--- config.mk ---
export PLATFORM = sky130hd
export DESIGN_NAME = miller_rx_frame_ctrl
export DESIGN_NICKNAME = d
export VERILOG_FILES = /design/src/rtl/miller_rx_pkg.sv /design/src/rtl/miller_rx_frame_ctrl_etu_timer.sv /design/src/rtl/miller_rx_frame_ctrl.sv
export SDC_FILE = /design/constraint.sdc
export NUM_CORES = 1
export LEC_CHECK = 0
export ABC_AREA = 1
export CAP_MARGIN = 20
export CORE_MARGIN = 2
export CORE_UTILIZATION = 45
export CTS_CLUSTER_SIZE = 20
export DETAILED_ROUTE_END_ITERATION = 8
export PLACE_DENSITY = 0.66
export SLEW_MARGIN = 10
export SYNTH_ARGS = -nofsm -noshare
export SYNTH_HDL_FRONTEND = slang
export SYNTH_SLANG_ARGS = --single-unit
--- constraint.sdc ---
create_clock -name in_clk -period 5.9 [get_ports in_clk]
set_input_delay 1.475 -clock in_clk [delete_from_list [all_inputs] [get_ports in_clk]]
set_output_delay 1.475 -clock in_clk [all_outputs]
set_load 0.01 [all_outputs]
--- src/rtl/miller_rx_pkg.sv ---
// Shared definitions for the modified-Miller receive frame controller:
// controller state encoding, timing constants and small helpers.
package miller_rx_pkg;

  // Clocks per 106 kb/s ETU at fc/4.
  localparam int CLK_PER_ETU = 32;
  // ETUs without a decoded bit, while receiving, before the frame is abandoned.
  localparam int TIMEOUT_ETU = 4;
  // Largest standard frame, in bytes.
  localparam int MAX_BYTES   = 64;

  // Controller states, IDLE=0 .. ERR=4.
  typedef enum logic [2:0] {
    ST_IDLE = 3'd0,
    ST_ARM  = 3'd1,
    ST_RX   = 3'd2,
    ST_DONE = 3'd3,
    ST_ERR  = 3'd4
  } state_t;

  // Width of the within-ETU clock counter.
  function automatic int etu_cnt_width(input int clk_per_etu);
    return (clk_per_etu > 1) ? $clog2(clk_per_etu) : 1;
  endfunction

  // A received character is 8 data bits plus odd parity, so the nine bits
  // must hold an odd number of ones.
  function automatic logic parity_bad(input logic [8:0] char_bits);
    return ~(^char_bits);
  endfunction

endpackage

--- src/rtl/miller_rx_frame_ctrl_etu_timer.sv ---
// Bit-gap watchdog: counts clocks since the last restart, split into a
// within-ETU clock counter and an ETU counter. tc rises on the last clock of
// the TIMEOUT_ETU-th ETU and stays there until the next restart.
module etu_timer #(
  parameter int CLK_PER_ETU = miller_rx_pkg::CLK_PER_ETU,
  parameter int TIMEOUT_ETU = miller_rx_pkg::TIMEOUT_ETU
) (
  input  logic clk,
  input  logic rst,
  input  logic restart,
  output logic tc
);

  localparam int CW = miller_rx_pkg::etu_cnt_width(CLK_PER_ETU);
  localparam int EW = (TIMEOUT_ETU > 1) ? $clog2(TIMEOUT_ETU) : 1;

  localparam logic [CW-1:0] CLK_LAST = CW'(CLK_PER_ETU - 1);
  localparam logic [EW-1:0] ETU_LAST = EW'(TIMEOUT_ETU - 1);

  logic [CW-1:0] clk_cnt;
  logic [EW-1:0] etu_cnt;

  assign tc = (clk_cnt == CLK_LAST) && (etu_cnt == ETU_LAST);

  // Gap counter: cleared by restart, saturates at terminal count.
  // NOTE: registered state is written with non-blocking assignments only, so
  // every flop samples its inputs from before the clock edge.
  always_ff @(posedge clk or posedge rst) begin
    if (rst) begin
      clk_cnt <= '0;
      etu_cnt <= '0;
    end else if (restart) begin
      clk_cnt <= '0;
      etu_cnt <= '0;
    end else if (!tc) begin
      if (clk_cnt == CLK_LAST) begin
        clk_cnt <= '0;
        etu_cnt <= etu_cnt + 1'b1;
      end else begin
        clk_cnt <= clk_cnt + 1'b1;
      end
    end
  end

endmodule

--- src/rtl/miller_rx_frame_ctrl.sv ---
// Sequencer for the modified-Miller receive chain. Arms the SoF detector,
// gates the Miller decoder, assembles decoded bits into bytes (8 data bits
// LSB first + odd parity), classifies each frame as short (7 bits),
// standard (N x 9 bits) or erroneous, and re-arms the chain afterwards.
module miller_rx_frame_ctrl #(
  parameter int CLK_PER_ETU = miller_rx_pkg::CLK_PER_ETU,
  parameter int TIMEOUT_ETU = miller_rx_pkg::TIMEOUT_ETU,
  parameter int MAX_BYTES   = miller_rx_pkg::MAX_BYTES,
  localparam int BYTE_W     = $clog2(MAX_BYTES + 1)
) (
  input  logic              in_clk,
  input  logic              in_rst,
  input  logic              in_rx_en,
  input  logic              in_sof,
  input  logic              in_bit_valid,
  input  logic              in_bit,
  input  logic              in_eof,
  output logic              out_sof_arm,
  output logic              out_dec_en,
  output logic              out_rearm,
  output logic [7:0]        out_byte,
  output logic              out_byte_valid,
  output logic              out_parity_err,
  output logic              out_short_frame,
  output logic              out_frame_done,
  output logic              out_frame_err,
  output logic [BYTE_W-1:0] out_byte_cnt
);

  import miller_rx_pkg::*;

  localparam logic [BYTE_W-1:0] BYTE_MAX = BYTE_W'(MAX_BYTES);

  state_t state, state_d;

  // Bit assembly: bits enter at [8] and walk down, so after nine bits the
  // first (LSB) data bit sits in [0] and the parity bit in [8].
  logic [8:0]        shreg, shreg_nxt;
  logic [3:0]        bit_cnt, bit_cnt_nxt;
  logic [BYTE_W-1:0] byte_cnt, byte_cnt_nxt;

  logic ninth_bit;
  logic overflow;
  logic eof_done;
  logic eof_short;
  logic timer_restart;
  logic timer_tc;
  logic timeout;
  logic rx_entry;

  // Next values of the registered outputs.
  logic       sof_arm_d;
  logic       dec_en_d;
  logic       rearm_d;
  logic [7:0] byte_d;
  logic       byte_valid_d;
  logic       parity_err_d;
  logic       short_d;
  logic       frame_done_d;
  logic       frame_err_d;

  // The gap timer runs only in RX and restarts on entry and on every bit.
  assign timer_restart = (state != ST_RX) || in_bit_valid;
  assign timeout       = timer_tc && !in_bit_valid;
  assign rx_entry      = (state == ST_ARM) && (state_d == ST_RX);

  etu_timer #(
    .CLK_PER_ETU (CLK_PER_ETU),
    .TIMEOUT_ETU (TIMEOUT_ETU)
  ) u_etu_timer (
    .clk     (in_clk),
    .rst     (in_rst),
    .restart (timer_restart),
    .tc      (timer_tc)
  );

  // Absorb a same-cycle decoded bit so that in_eof is judged on the counts
  // that include it.
  // NOTE: every signal written here gets a default first, so no path can
  // leave one unassigned and infer a latch.
  always_comb begin
    shreg_nxt    = shreg;
    bit_cnt_nxt  = bit_cnt;
    byte_cnt_nxt = byte_cnt;
    ninth_bit    = 1'b0;
    if ((state == ST_RX) && in_bit_valid) begin
      shreg_nxt = {in_bit, shreg[8:1]};
      if (bit_cnt == 4'd8) begin
        ninth_bit   = 1'b1;
        bit_cnt_nxt = '0;
        if (byte_cnt != BYTE_MAX) begin
          byte_cnt_nxt = byte_cnt + 1'b1;
        end
      end else begin
        bit_cnt_nxt = bit_cnt + 4'd1;
      end
    end
  end

  assign overflow  = ninth_bit && (byte_cnt == BYTE_MAX);
  assign eof_done  = (bit_cnt_nxt == 4'd0) && (byte_cnt_nxt != '0);
  assign eof_short = (bit_cnt_nxt == 4'd7) && (byte_cnt_nxt == '0);

  // State register.
  always_ff @(posedge in_clk or posedge in_rst) begin
    if (in_rst) begin
      state <= ST_IDLE;
    end else begin
      state <= state_d;
    end
  end

  // Next-state logic; dropping in_rx_en beats every frame event.
  always_comb begin
    state_d = state;
    unique case (state)
      ST_IDLE: begin
        if (in_rx_en) state_d = ST_ARM;
      end
      ST_ARM: begin
        if (!in_rx_en)   state_d = ST_IDLE;
        else if (in_sof) state_d = ST_RX;
      end
      ST_RX: begin
        if (!in_rx_en)     state_d = ST_IDLE;
        else if (overflow) state_d = ST_ERR;
        else if (in_eof)   state_d = (eof_done || eof_short) ? ST_DONE : ST_ERR;
        else if (timeout)  state_d = ST_ERR;
      end
      ST_DONE, ST_ERR: begin
        state_d = in_rx_en ? ST_ARM : ST_IDLE;
      end
      default: state_d = ST_IDLE;
    endcase
  end

  // Output decode: levels and strobes follow the state being entered, so the
  // registered copies line up with that state.
  always_comb begin
    sof_arm_d    = (state_d == ST_ARM);
    dec_en_d     = (state_d == ST_RX);
    frame_done_d = (state_d == ST_DONE);
    frame_err_d  = (state_d == ST_ERR);
    rearm_d      = (state_d == ST_DONE) || (state_d == ST_ERR) ||
                   ((state_d == ST_IDLE) && ((state == ST_ARM) || (state == ST_RX)));
    byte_d       = out_byte;
    byte_valid_d = 1'b0;
    parity_err_d = 1'b0;
    short_d      = 1'b0;
    if ((state == ST_RX) && in_rx_en) begin
      if (ninth_bit && !overflow) begin
        byte_d       = shreg_nxt[7:0];
        byte_valid_d = 1'b1;
        parity_err_d = parity_bad(shreg_nxt);
      end else if (in_eof && eof_short) begin
        // Seven bits entered at [8] and now occupy [8:2], first bit at [2].
        byte_d       = {1'b0, shreg_nxt[8:2]};
        byte_valid_d = 1'b1;
        short_d      = 1'b1;
      end
    end
  end

  // Bit/byte assembly registers; counters clear on entry to RX and the byte
  // count then holds through DONE/ERR until the next frame.
  always_ff @(posedge in_clk or posedge in_rst) begin
    if (in_rst) begin
      shreg    <= '0;
      bit_cnt  <= '0;
      byte_cnt <= '0;
    end else if (rx_entry) begin
      shreg    <= '0;
      bit_cnt  <= '0;
      byte_cnt <= '0;
    end else begin
      shreg    <= shreg_nxt;
      bit_cnt  <= bit_cnt_nxt;
      byte_cnt <= byte_cnt_nxt;
    end
  end

  assign out_byte_cnt = byte_cnt;

  // Output registers.
  always_ff @(posedge in_clk or posedge in_rst) begin
    if (in_rst) begin
      out_sof_arm     <= 1'b0;
      out_dec_en      <= 1'b0;
      out_rearm       <= 1'b0;
      out_byte        <= '0;
      out_byte_valid  <= 1'b0;
      out_parity_err  <= 1'b0;
      out_short_frame <= 1'b0;
      out_frame_done  <= 1'b0;
      out_frame_err   <= 1'b0;
    end else begin
      out_sof_arm     <= sof_arm_d;
      out_dec_en      <= dec_en_d;
      out_rearm       <= rearm_d;
      out_byte        <= byte_d;
      out_byte_valid  <= byte_valid_d;
      out_parity_err  <= parity_err_d;
      out_short_frame <= short_d;
      out_frame_done  <= frame_done_d;
      out_frame_err   <= frame_err_d;
    end
  end

endmodule
==> impl_results.md, run 1 <==
* Pint at 505.0 uW
* Sequential Power Share at 47.7%
* Fin nets at roughly 370
* Die span in y at 79.13 um
* Total GRT Usage at about a fifth
* Max-Slew Margin vs Limit at 52.28%
* Crit path cell chain: clkdlybuf4s50_1 -> inv_2 -> nor2_8 -> nand3_1 -> nand2_1 -> nand3_1 -> nor2_2 -> nand3_2 -> inv_2 -> nand3_4 -> nand2_4 -> nor2_1 -> a21oi_1
* Ys async rst share at 100.0%
* Post-Route WL at between 5000 and 6000 um
* Slowest stage cell, crit path: clkdlybuf4s50_1
* Crit share post-route at roughly 63%
* Setup TNS at 0 ns
* Max-cap violations at 0
* Area after DPL at 2875 sq um
* Post-CTS setup buffers at 0
* I/O Pins at 30
* Worst-path clk slew at 0.09 ns
* RSZ-0062 raised after global routing: no
* Final number of setup-violating endpoints at 0
* Fillers at 544
* Synth Instances at 324
* Antenna violations before repair at 0
* Count leader, synth: nand2_1
* Fmax at between 200 and 300 MHz
* Netlist cell types at 31
* Top cell family by delay on the critical path: simple AND/OR/NAND/NOR gates
* TritonCTS clock tree: done
* Core footprint at 5473 sq um
* Post-synthesis instance area at 2540 sq um
* GR Overflow Total at 0
* Worst Path Class, Setup: in2reg
* Worst-skew pair later-pin latency at 0.30 ns
* Syn Nets at ~340
* DR vias/cell at 4.923
* Peak VDD IR at 0.1153 mV
* Number of global-route vias before repair at 2,044
* Avg Cell Area, Syn at 7.839 sq um
* RD Place Congestion at roughly 0.90
* Leakage at 1.498 nW
* Initial core utilization at approximately 46%
* Worst EP required at 6.13 ns
* DRT iter0 DRCs at 90
* Layout cells sized above 1 at 8.708%
* Critical Path AT at roughly 4.0 ns
* Yosys top cell by area: dfrtp_1
* Number of synthesized flops with an enable pin at 0
* Combinational Power Share at between 20% and 30%
* Hpwl dp at around 3800 um
* Clk pwr share at 25.6%
* Vias post-DR at around 2,100
* Diode count at 0
* Post-route cell area at about 3000 sq um
* Number of buffers added on ports at 29
* Share of the synthesized area in the top cell type at ~45%
* Tmin final at 3.737 ns
* CTS Buffer Depth at 2
* Largest net degree at the start of global routing at 47
* NetSw at 250.9 uW
* Most used DFF post-synth: dfrtp_1
* First-pass detailed-route iteration total at 4
* Post-cts resize count at 0
* Die Width at 79.13 um
* Worst Setup End Kind: flop
* Top cells by instance count after synthesis: nand2_1 (71), inv_1 (47), dfrtp_1 (46)
* Hold Buf Count CTS at 0
* CTS H-tree lvls at 2
* FP Rows at 27
* #FFs+latches synth at 46
* Worst Path Max Fanout at 28
* Post-Layout Cell Count at 428
* Post-synthesis to final-layout area growth at 17.68%
* Post-route ant nets at 0
* Placed insts at 419
* Status: completed
* Synth top area cells: dfrtp_1 (45%), nand2_1 (10%), inv_1 (6.9%)
* Clk_skew at between 0.01 and 0.015 ns
* P per Cell Area at approximately 250 nW/um^2
* Cts bufs inserted at 5
* Tightest Hold Check Type: reg2reg
* Worst-Margin Slew at 0.7150 ns
* Critical Path Max Stage Delay at 0.59 ns
* Critical Path Start Type: primary input
* Root Driver: clkbuf_8
* R2r setup slk at 3.34 ns
* Power Total at 755.9 uW
* Switching Fraction at 33.19%
* Post-layout util at 54.62%
* Max-slew violations at 0
* Clock sinks at 46
* First-pass GRT wire length at 9239 um
* Yosys warning total at 0
* Area of the die at 6262 sq um
* Post-synthesis sequential area ratio at a little under half
* Final Hold Fails at 0
* Drt wl/cell at 12.25 um
* WP buf/inv at 3
* DRC Markers at 0
## layout make-up
| class | instances | area, sq um | share of cell area [%] |
|---|---|---|---|
| clock buffers | 6 | 72.57 | 2.428 |
| clock inverters | 2 | 13.76 | 0.4604 |
| inverters | 51 | 191.4 | 6.404 |
| multi-input cells | 221 | 1152 | 38.55 |
| flip-flops and latches | 46 | 1151 | 38.51 |
| well taps | 72 | 90.09 | 3.014 |
| repair buffers | 30 | 317.8 | 10.63 |
## per-stage QoR
| step | worst slack, ns | hold slack (ns) |
|---|---|---|
| after floorplan | 3.101 | 0.4555 |
| after CTS | 2.162 | 0.5008 |
| after global routing | 1.877 | 0.5585 |
| after global placement | 1.950 | 0.4738 |
| final | 2.163 | 0.4999 |
| after detailed placement | 1.857 | 0.4814 |
## placed cells by master, fill, tap and decap left out, drive strengths merged, types with 4 or more instances in the layout
master | synthesis | layout
clkdlybuf4s50 | 0 | 29
o21ai | 21 | 21
clkbuf | 3 | 6
dfrtp | 46 | 46
inv | 51 | 51
xnor2 | 4 | 4
nand2 | 73 | 73
xor2 | 5 | 5
ha | 7 | 7
nor2 | 52 | 52
o21a | 4 | 4
nand3 | 30 | 30
a21oi | 15 | 15
## tightest hold or removal path, cell delays in order (launching register included)
cell and delay [ns]:
dfrtp_1 0.36, nand2_1 0.05, nand2_1 0.06
## power by group through the flow
stage | Clock (mW) | Combinational (mW) | Sequential [mW]
CTS | 0.198 | 0.203 | 0.360
global placement | 0 | 0.195 | 0.367
global route | 0.211 | 0.237 | 0.364
finish | 0.193 | 0.202 | 0.360
detailed placement | 0 | 0.200 | 0.367
floorplan | 0 | 0.146 | 0.366
## metal layers
metal	vias to the layer above	wire, um	GRT usage (%)
met5	-	0	0
met4	0	30	4.655
met3	2	252	4.545
met2	47	2483	30.76
met1	980	2478	24.87
li1	1078	-	-
## kinds of logic (layout without fill, tap and decap cells)
| family | after synthesis | after routing | synth area share (%) |
|---|---|---|---|
| AOI/OAI and AO/OA | 43 | 43 | 9.655 |
| xor gates and xnor gates | 9 | 9 | 3.103 |
| buffers and inverters | 57 | 89 | 9.310 |
| and+or+nand+nor | 162 | 162 | 29.16 |
| DFF | 46 | 46 | 45.32 |
| adders and majority gates | 7 | 7 | 3.448 |
## sequential cells by signal, summed over array words and instances, names as in the netlist
register,count
state,3
out_frame_done,1
u_etu_timer.clk_cnt,5
out_sof_arm,1
out_dec_en,1
out_byte_valid,1
bit_cnt,4
out_frame_err,1
out_rearm,1
shreg,9
out_byte,8
out_byte_cnt,7
out_parity_err,1
out_short_frame,1
u_etu_timer.etu_cnt,2
## path summary, 6_finish.rpt
check	start	end	cells past startpoint
max in group asynchronous	in_rst	out_byte_cnt[2]$_DFF_PP0_	3
min	u_etu_timer.clk_cnt[4]$_DFFE_PP0P_	u_etu_timer.clk_cnt[4]$_DFFE_PP0P_	2
max	in_bit_valid	out_byte[6]$_DFFE_PP0P_	13
max reg2reg	state[0]$_DFF_PP0_	out_byte[6]$_DFFE_PP0P_	13
min in group asynchronous	in_rst	out_byte[5]$_DFFE_PP0P_	2
min reg2reg	u_etu_timer.clk_cnt[4]$_DFFE_PP0P_	u_etu_timer.clk_cnt[4]$_DFFE_PP0P_	2
Note: power is estimated with default switching activity, not from simulation.
==> run 2, diff against run 1 <==
==> constraint.sdc (replaced) <==
create_clock -name in_clk -period 3.73 [get_ports in_clk]
set_input_delay 0.9325 -clock in_clk [delete_from_list [all_inputs] [get_ports in_clk]]
set_output_delay 0.9325 -clock in_clk [all_outputs]
set_load 0.01 [all_outputs]
==> impl_results.md, run 2 (same netlist as run 1, synthesis figures left out) <==
* Status: completed (unchanged)
* Worst Path Class, Setup: in2reg (unchanged)
* Placed insts at 420 (was 419)
* Post-cts resize count at 0 (unchanged)
* FP Rows at 27 (unchanged)
* Post-route cell area at 2982 sq um (was 2989 sq um)
* Post-route ant nets at 0 (unchanged)
* DRT iter0 DRCs at 104 (was 90)
* Max-cap violations at 0 (unchanged)
* Die span in y at 79.13 um (unchanged)
* WP buf/inv at 3 (unchanged)
* P per Cell Area at 392.9 nW/um^2 (was 252.9 nW/um^2)
* Setup TNS at 0 ns (unchanged)
* Drt wl/cell at 11.81 um (was 12.25 um)
* CTS H-tree lvls at 2 (unchanged)
* Worst-skew pair later-pin latency at 0.30 ns (about the same)
* Most frequent cells in the layout: nand2_1 (71), inv_1 (46), dfrtp_1 (46), nor2_1 (45), clkdlybuf4s50_1 (29) (unchanged)
* Die Width at 79.13 um (unchanged)
* Worst Setup End Kind: flop (unchanged)
* Critical Path Start Type: primary input (unchanged)
* Cts bufs inserted at 5 (unchanged)
* RSZ-0062 raised after global routing: no (unchanged)
* Tmin final at 2.876 ns
* Fin nets at 370 (was 369)
* Post-layout util at 54.48% (was 54.62%)
* Top cell family by delay on the critical path: simple AND/OR/NAND/NOR gates (unchanged)
* Diode count at 0 (unchanged)
* Layout cells sized above 1 at 8.989% (was 8.708%)
* Vias post-DR at 2,057 (was 2,107)
* GR Overflow Total at 0 (unchanged)
* Crit path cell chain: clkdlybuf4s50_1 -> inv_2 -> nor2_8 -> nand2_1 -> nand3_1 -> nand2_1 -> nor2_1 -> nand3_2 -> inv_2 -> nand3_4 -> nand2_4 -> nor2_1 -> a21oi_1 (was clkdlybuf4s50_1 -> inv_2 -> nor2_8 -> nand3_1 -> nand2_1 -> nand3_1 -> nor2_2 -> nand3_2 -> inv_2 -> nand3_4 -> nand2_4 -> nor2_1 -> a21oi_1)
* Post-Layout Cell Count at 428 (unchanged)
* Peak VDD IR at 0.1782 mV (was 0.1153 mV)
* RD Place Congestion at 0.8742 (was 0.9048)
* Max-slew violations at 0 (unchanged)
* DR vias/cell at 4.806 (was 4.923)
* Most common cell after layout, fill and taps aside: nand2_1 (unchanged)
* CTS Buffer Depth at 2 (unchanged)
* Root Driver: clkbuf_8 (unchanged)
* Worst hold slack at 0.5183 ns (was 0.4999 ns)
* Hpwl dp at 3676 um (was 3823 um)
* Final Hold Fails at 0 (unchanged)
* Clock sinks at 46 (unchanged)
* Core footprint at 5473 sq um (unchanged)
* Post-synthesis to final-layout area growth at 17.39% (was 17.68%)
* First-pass GRT wire length at 8928 um (was 9239 um)
* First-pass detailed-route iteration total at 4 (unchanged)
* Number of global-route vias before repair at 1,919 (was 2,044)
* Worst Path Max Fanout at 28 (unchanged)
* Power Total at 1.171 mW (was 755.9 uW)
* Number of buffers added on ports at 29 (unchanged)
* Clk_skew at 0.006415 ns (was 0.01053 ns)
* TritonCTS clock tree: done (unchanged)
* Crit share post-route at 77.11%
* Fmax at 347.7 MHz
* Fin worst setup slack at 0.8539 ns (was 2.163 ns)
* Critical Path AT at 3.10 ns (was 3.97 ns)
* Worst-Margin Slew at 0.7322 ns (was 0.7150 ns)
* Post-CTS setup buffers at 0 (unchanged)
* Max-Slew Margin vs Limit at 51.13% (was 52.28%)
* Area of the die at 6262 sq um (unchanged)
* Antenna violations before repair at 0 (unchanged)
* Final number of setup-violating endpoints at 0 (unchanged)
* Hold Buf Count CTS at 0 (unchanged)
* Worst EP required at 3.95 ns (was 6.13 ns)
* Largest net degree at the start of global routing at 47 (unchanged)
* Worst-path clk slew at 0.08 ns (was 0.09 ns)
* Max FFs per register at 9 (unchanged)
* Critical Path Max Stage Delay at 0.57 ns (was 0.59 ns)
* I/O Pins at 30 (unchanged)
* Area after DPL at 2883 sq um (was 2875 sq um)
* DRC Markers at 0 (unchanged)
* Post-Route WL at 5055 um (was 5244 um)
* Leakage at 1.498 nW (about the same)
* Tightest Hold Check Type: reg2reg (unchanged)
* Total GRT Usage at 18.10% (was 18.71%)
* Slowest stage cell, crit path: clkdlybuf4s50_1 (unchanged)
* Place WS at 0.5414 ns (was 1.857 ns)
* Initial core utilization at 46.41% (unchanged)
* Top reg by flops: shreg (unchanged)
[run 2: cell types whose count changed in the layout (fill, tap and decap cells not counted)]
cell      previous run  this run
buf_4                0         1
buf_16               1         0
buf_12               0         1
clkinv_4             1         0
clkbuf_1             1         0
clkinv_2             1         2
[run 2: where the power goes]
group	internal, mW	switching, mW	leakage (nW)	total, mW
clock network	0.126	0.164	0.0438	0.290
registers	0.542	0.0268	0.630	0.569
logic	0.123	0.190	0.824	0.313
total	0.791	0.380	1.50	1.17
[run 2: final timing paths]
kind | startpoint | to | slack [ns] | cells after the start
min in group asynchronous | in_rst | shreg[1]$_DFF_PP0_ | 0.91 | 2
worst min register to register | u_etu_timer.clk_cnt[1]$_DFFE_PP0P_ | u_etu_timer.clk_cnt[1]$_DFFE_PP0P_ | 0.52 | 2
worst min-delay path | u_etu_timer.clk_cnt[1]$_DFFE_PP0P_ | u_etu_timer.clk_cnt[1]$_DFFE_PP0P_ | 0.52 | 2
worst max-delay path | in_bit_valid | out_byte[5]$_DFFE_PP0P_ | 0.85 | 13
max in group asynchronous | in_rst | shreg[7]$_DFF_PP0_ | 2.35 | 3
worst max register to register | state[2]$_DFF_PP0_ | out_byte[5]$_DFFE_PP0P_ | 1.47 | 13
[run 2: cell type report]
class / count / area (sq um)
Clock inverter: 2 / 10.01
Timing Repair Buffer: 31 / 317.8
Clock buffer: 5 / 68.82
Sequential cell: 46 / 1151
Fill cell: 526 / 2491
Inverter: 51 / 191.4
Tap cell: 72 / 90.09
Multi-Input combinational cell: 221 / 1152
[run 2: tightest hold or removal path, stage by stage, from the launching register on]
cell	delay, ns
dfrtp_1	0.37
nand2_1	0.06
nand2_1	0.06
[run 2: layer usage]
| metal | GRT usage [%] | vias to the layer above | part of all wire [%] |
|---|---|---|---|
| li1 | - | 1075 | - |
| met1 | 25.92 | 930 | 50 |
| met2 | 27.71 | 48 | 45 |
| met3 | 3.182 | 4 | 4.1 |
| met4 | 6.207 | 0 | 0.79 |
| met5 | 0 | - | 0 |
